$ cat config.mk
export PLATFORM = sky130hd
export DESIGN_NAME = id_ex_stage
export DESIGN_NICKNAME = d
export VERILOG_FILES = /design/src/rtl/id_ex_stage.sv
export SDC_FILE = /design/constraint.sdc
export NUM_CORES = 1
export LEC_CHECK = 0
export BUFFER_PORTS_ARGS = -buffer_cell sky130_fd_sc_hd__buf_2
export CORE_UTILIZATION = 47
export DETAILED_ROUTE_END_ITERATION = 16
export GPL_TIMING_DRIVEN = 0
export PLACE_DENSITY = 0.92
export SYNTH_ARGS = -nofsm -noshare
export SYNTH_HDL_FRONTEND = slang
export SYNTH_SLANG_ARGS = --single-unit
$ cat constraint.sdc
create_clock -name clk -period 2.1 [get_ports clk]
set_input_delay 0.21 -clock clk [delete_from_list [all_inputs] [get_ports clk]]
set_output_delay 0.21 -clock clk [all_outputs]
set_load 0.02 [all_outputs]
$ cat src/rtl/id_ex_stage.sv
// ID/EX pipeline register with immediate extension and load-use hazard detection.
// Optional load-use bubble counter when ID_EX_BUBBLE_CNT_EN is defined.
module id_ex_stage #(
  parameter int unsigned DATA_W = 32,
  parameter int unsigned REG_AW = 5
) (
  input  logic              clk,
  input  logic              reset_n,
  input  logic              id_valid,
  input  logic [REG_AW-1:0] id_rs,
  input  logic [REG_AW-1:0] id_rt,
  input  logic [REG_AW-1:0] id_rd,
  input  logic [DATA_W-1:0] id_read_data1,
  input  logic [DATA_W-1:0] id_read_data2,
  input  logic [15:0]       id_imm,
  input  logic              id_ext_sel,
  input  logic              id_ALUsrc,
  input  logic              id_RegDst,
  input  logic              id_RegWrite,
  input  logic              id_MemRead,
  input  logic              id_MemWrite,
  input  logic              id_MemtoReg,
  input  logic [3:0]        id_ALUop,
  input  logic              ex_stall,
  input  logic              flush,
  output logic              stall_if,
  output logic              ex_valid,
  output logic              ALUsrc,
  output logic              RegWrite,
  output logic              MemRead,
  output logic              MemWrite,
  output logic              MemtoReg,
  output logic [3:0]        ALUop,
  output logic [DATA_W-1:0] read_data1,
  output logic [DATA_W-1:0] read_data2,
  output logic [DATA_W-1:0] ext_out,
  output logic [REG_AW-1:0] ex_rs,
  output logic [REG_AW-1:0] ex_rt,
  output logic [REG_AW-1:0] ex_write_reg
`ifdef ID_EX_BUBBLE_CNT_EN
  ,
  output logic [15:0]       bubble_cnt
`endif
);

  logic [DATA_W-1:0] ext_next;
  logic              uses_rt;
  logic              load_use;
  logic              bubble;

  always_comb begin
    ext_next = '0;
    if (id_ext_sel)
      ext_next = {{(DATA_W-16){id_imm[15]}}, id_imm};
    else
      ext_next = {{(DATA_W-16){1'b0}}, id_imm};
  end

  assign uses_rt  = !id_ALUsrc || id_MemWrite;
  assign load_use = ex_valid && MemRead && (ex_rt != '0) && id_valid &&
                    ((ex_rt == id_rs) || (uses_rt && (ex_rt == id_rt)));
  assign bubble   = flush || load_use || !id_valid;

  // Gated by reset_n so the front end is never held while the stage is in reset.
  assign stall_if = reset_n && (ex_stall || (!flush && load_use));

  always_ff @(posedge clk or negedge reset_n) begin
    if (!reset_n) begin
      ex_valid     <= 1'b0;
      ALUsrc       <= 1'b0;
      RegWrite     <= 1'b0;
      MemRead      <= 1'b0;
      MemWrite     <= 1'b0;
      MemtoReg     <= 1'b0;
      ALUop        <= '0;
      read_data1   <= '0;
      read_data2   <= '0;
      ext_out      <= '0;
      ex_rs        <= '0;
      ex_rt        <= '0;
      ex_write_reg <= '0;
    end else if (!ex_stall) begin
      if (bubble) begin
        ex_valid     <= 1'b0;
        ALUsrc       <= 1'b0;
        RegWrite     <= 1'b0;
        MemRead      <= 1'b0;
        MemWrite     <= 1'b0;
        MemtoReg     <= 1'b0;
        ALUop        <= '0;
        read_data1   <= '0;
        read_data2   <= '0;
        ext_out      <= '0;
        ex_rs        <= '0;
        ex_rt        <= '0;
        ex_write_reg <= '0;
      end else begin
        ex_valid     <= 1'b1;
        ALUsrc       <= id_ALUsrc;
        RegWrite     <= id_RegWrite;
        MemRead      <= id_MemRead;
        MemWrite     <= id_MemWrite;
        MemtoReg     <= id_MemtoReg;
        ALUop        <= id_ALUop;
        read_data1   <= id_read_data1;
        read_data2   <= id_read_data2;
        ext_out      <= ext_next;
        ex_rs        <= id_rs;
        ex_rt        <= id_rt;
        ex_write_reg <= id_RegDst ? id_rd : id_rt;
      end
    end
  end

`ifdef ID_EX_BUBBLE_CNT_EN
  // Only load-use bubbles count; flush and empty-slot bubbles are excluded.
  always_ff @(posedge clk or negedge reset_n) begin
    if (!reset_n)
      bubble_cnt <= '0;
    else if (!ex_stall && !flush && load_use && (bubble_cnt != '1))
      bubble_cnt <= bubble_cnt + 16'd1;
  end
`endif

endmodule

==> reports/qor.yml <==
floorplan:
  die_area_um2: 11310
  num_rows: 37
  die_h_um: 106.4
  start_util: 0.4894
  coreArea_um2: 10460
  chipWidth_um: 106.4
  num_io_pins: 233
layout:
  final_core_util: 0.6467
  fill_cells: 896
  nets: 884
  final_cells: 913
  multiInputGateArea_um2: 2103
  final-seq-area_um2: 2655
  area_delta_synth_final_pct: 32.16
  drive_gt1_frac: 0.3797
  reg_top3: "read_data1 (32), read_data2 (32), ext_out (17)"
  stdcell_area_um2: 6766
  diodes: 0
grt:
  grtUsageTotal: 0.2846
  grt_pass1_vias: 4923
  antenna_found_initial: 0
  grt_max_degree: 64
  grt_overflow_total: 0
  grt_pass1_wl_um: 25190
worst_setup_path:
  critPathCaptureType: "primary output"
  crit_type: "flip-flop to primary output"
  critPathArrivalTime_ns: 2.09
  reg2reg_slack_ns: 0.08
  cp_slowest_cell: "or4_4"
  reg2reg_from: "ex_rt[4]$_DFFE_PN0N_"
  reg2reg_to: "read_data2[5]$_DFFE_PN0N_"
  worst-r2r-cell-count: 7
  critical_path.max_stage_delay_ns: 0.54
  crit_path_start_kind: "flip-flop"
  cp_max_fo: 5
  worstPathCellList: "or4_4 > o211ai_4 > buf_6 > nor2_2 > a22o_1 > buf_6"
  crit_required_ns: 1.89
  timing.critical_path.mode_cell: "buf_6"
  crit_family: "simple AND/OR/NAND/NOR gates"
  cp_num_buf_inv: 2
power:
  ir_drop_uv: 409.2
  p_leak_nw: 3.210
  powerDensity_nw_per_um2: 721.9
flow_run:
  maxCapViolCount: 0
synth:
  synth-simple-area-share: 0.08284
  syn_area_per_cell_um2: 9.771
  yosysTopAreaCellShare: 0.5181
  synth_top_family_by_area: "compound AO/OA/AOI/OAI gates"
  synth_cell_type_count: 27
  synthAdderAreaFrac: 0
  synthMuxAreaShare: 0.01100
  synth.ff_latch_count: 106
  synthArstFlopShare: 1.000
  synthCells: 524
  synth_xor_xnor_area_share: 0.01711
  synth_compound_area_frac: 0.2967
  ys.flop_type: "dfrtp_1"
  ys_top_cells_by_area: "dfrtp_1 (52%), a32oi_1 (17%), o21ai_0 (7.7%)"
  yosysSeqAreaShare: 0.5181
  syn-num-nets: 635
  synth_edf_count: 0
  synthTopCellsByCount: "dfrtp_1 (106), a32oi_1 (99), nand2_1 (99)"
  yosysMostFrequentCell: "dfrtp_1"
  ys.warnings.count: 0
  synth_area_um2: 5120
  synth_largest_area_cell: "dfrtp_1"
clock_network:
  clk_path_buf_depth: 2
  numCtsBuffers: 9
  cts.sinks: 106
  clk-insertion-delay-late_ns: 0.37
  cts_tree: "yes"
  clk_pin_slew_ns: 0.11
  htreeDepth: 3
  ctsRootBufferMaster: "clkbuf_8"
place:
  placed_cells: 892
  dp_slack_ns: -0.2922
  io_buffers: 231
  place_congestion: 0.8306
  dpl_cell_area_um2: 6476
  hpwl_um: 11770
detailed_routing:
  wl_um: 16470
  firstDrtPassIters: 5
  antenna_left: 0
  wire_per_inst_um: 18.04
  drt_iter0_markers: 478
  drc: 0
  vias_per_cell: 5.930
  vias: 5414
hold_path:
  whs_endpoint: "ALUop[0]$_DFFE_PN0N_"
  hold_class: "input port to flip-flop"
  whs_path_depth: 3
  min-delay-start: "id_ALUop[0]"
run_status:
  violations: "setup timing"
  status: "finished, violations left"
sta:
  rsz0062_at_grt: "yes"
  min_period_ns: 2.304
  worstMarginPinSlew_ns: 0.6646
  relSlewSlack: 0.5569
  finClkSkew_ns: 0.01523
  max_freq_mhz: 434.0
  setup_violations: 1
  tns_ns: -0.2040
  maxSlewViolCount: 0
  setup_slack_ns: -0.2040
  hold_viol: 0
  finalCritPeriodShare: 1.097
==> power breakdown <==
part / switching (mW) / internal (mW) / leakage, nW / total, mW
logic: 0.811 / 0.473 / 1.73 / 1.28
clock network: 0.734 / 0.481 / 0.0928 / 1.22
registers: 0.142 / 2.24 / 1.39 / 2.39
==> worst reg2reg max path, delay by kind of cell, from the launching register on <==
family	cells	cell delay (ns)
compound gates	3	0.45
buf+inv	3	0.48
flops	1	0.48
simple gates	1	0.54
==> logic make-up after synthesis <==
family                 count (synthesis)
AND/OR/NAND/NOR                      107
AO/OA/AOI/OAI                        221
XOR/XNOR                              10
flip-flops                           106
multiplexers                           5
buffers and inverters                 75
==> cells in the final DEF (no fill, tap or decap), types with 2 or more instances in the layout <==
master	synthesis	final
a32oi_1	99	99
a21oi_1	10	10
a22oi_1	7	7
buf_2	11	238
inv_8	0	2
buf_1	3	3
clkbuf_2	2	2
mux2_2	5	5
buf_4	16	20
inv_1	2	2
dfrtp_2	0	2
buf_16	0	2
dfrtp_1	106	104
o21ai_0	79	79
xnor2_1	10	10
clkbuf_1	38	38
o21ai_1	22	22
buf_6	3	4
nand3_1	2	2
clkbuf_8	0	10
nand2_1	99	99
clkbuf_4	0	2
==> how the worst max path moves through the flow <==
| stage | startpoint | to | slack (ns) | depth (start not counted) |
|---|---|---|---|---|
| final | ex_rt[4]$_DFFE_PN0N_ | stall_if | -0.20 | 6 |
| after global routing | ex_rt[4]$_DFFE_PN0N_ | stall_if | -0.26 | 6 |
| after CTS | ex_rt[4]$_DFFE_PN0N_ | stall_if | -0.26 | 6 |
| after detailed placement | ex_rt[4]$_DFFE_PN0N_ | ext_out[30]$_DFFE_PN0N_ | -0.29 | 6 |
| after global placement | reset_n | stall_if | -0.81 | 5 |
| after floorplan | ex_rt[3]$_DFFE_PN0N_ | stall_if | 0.11 | 5 |
==> layer usage <==
metal | global-route usage | vias to the layer above | wire, um
met5 | 0 | - | 0
met4 | 0.1091 | 0 | 392
met3 | 0.05212 | 28 | 1278
met2 | 0.4569 | 284 | 7985
met1 | 0.3824 | 2634 | 6812
li1 | - | 2468 | -
==> through the flow <==
step / hold slack [ns] / power [mW]
6_report: 0.06485 / 4.884
5_1_grt: 0.05316 / 5.106
4_1_cts: 0.05753 / 4.893
3_5_place_dp: 0.2688 / 3.671
3_3_place_gp: 0.4549 / 3.635
2_1_floorplan: -0.08559 / 3.106
==> repair_timing <==
item,4_1_cts,5_1_grt
hold buffers,2,0
endpoints found under the setup margin,107,60
setup buffers,4,1
hold endpoints to repair,45,0
gates resized for setup,8,3
pin swaps,5,3
==> area by class of cell <==
type / instances / share of cell area
sequential: 106 / 0.3924
multi-input combinational: 343 / 0.3108
timing repair buffer: 238 / 0.1862
buffer: 73 / 0.05695
tap: 136 / 0.02515
clock buffer: 10 / 0.02034
clock inverter: 5 / 0.007027
inverter: 2 / 0.001109
Note: power is estimated with default switching activity, not from simulation.
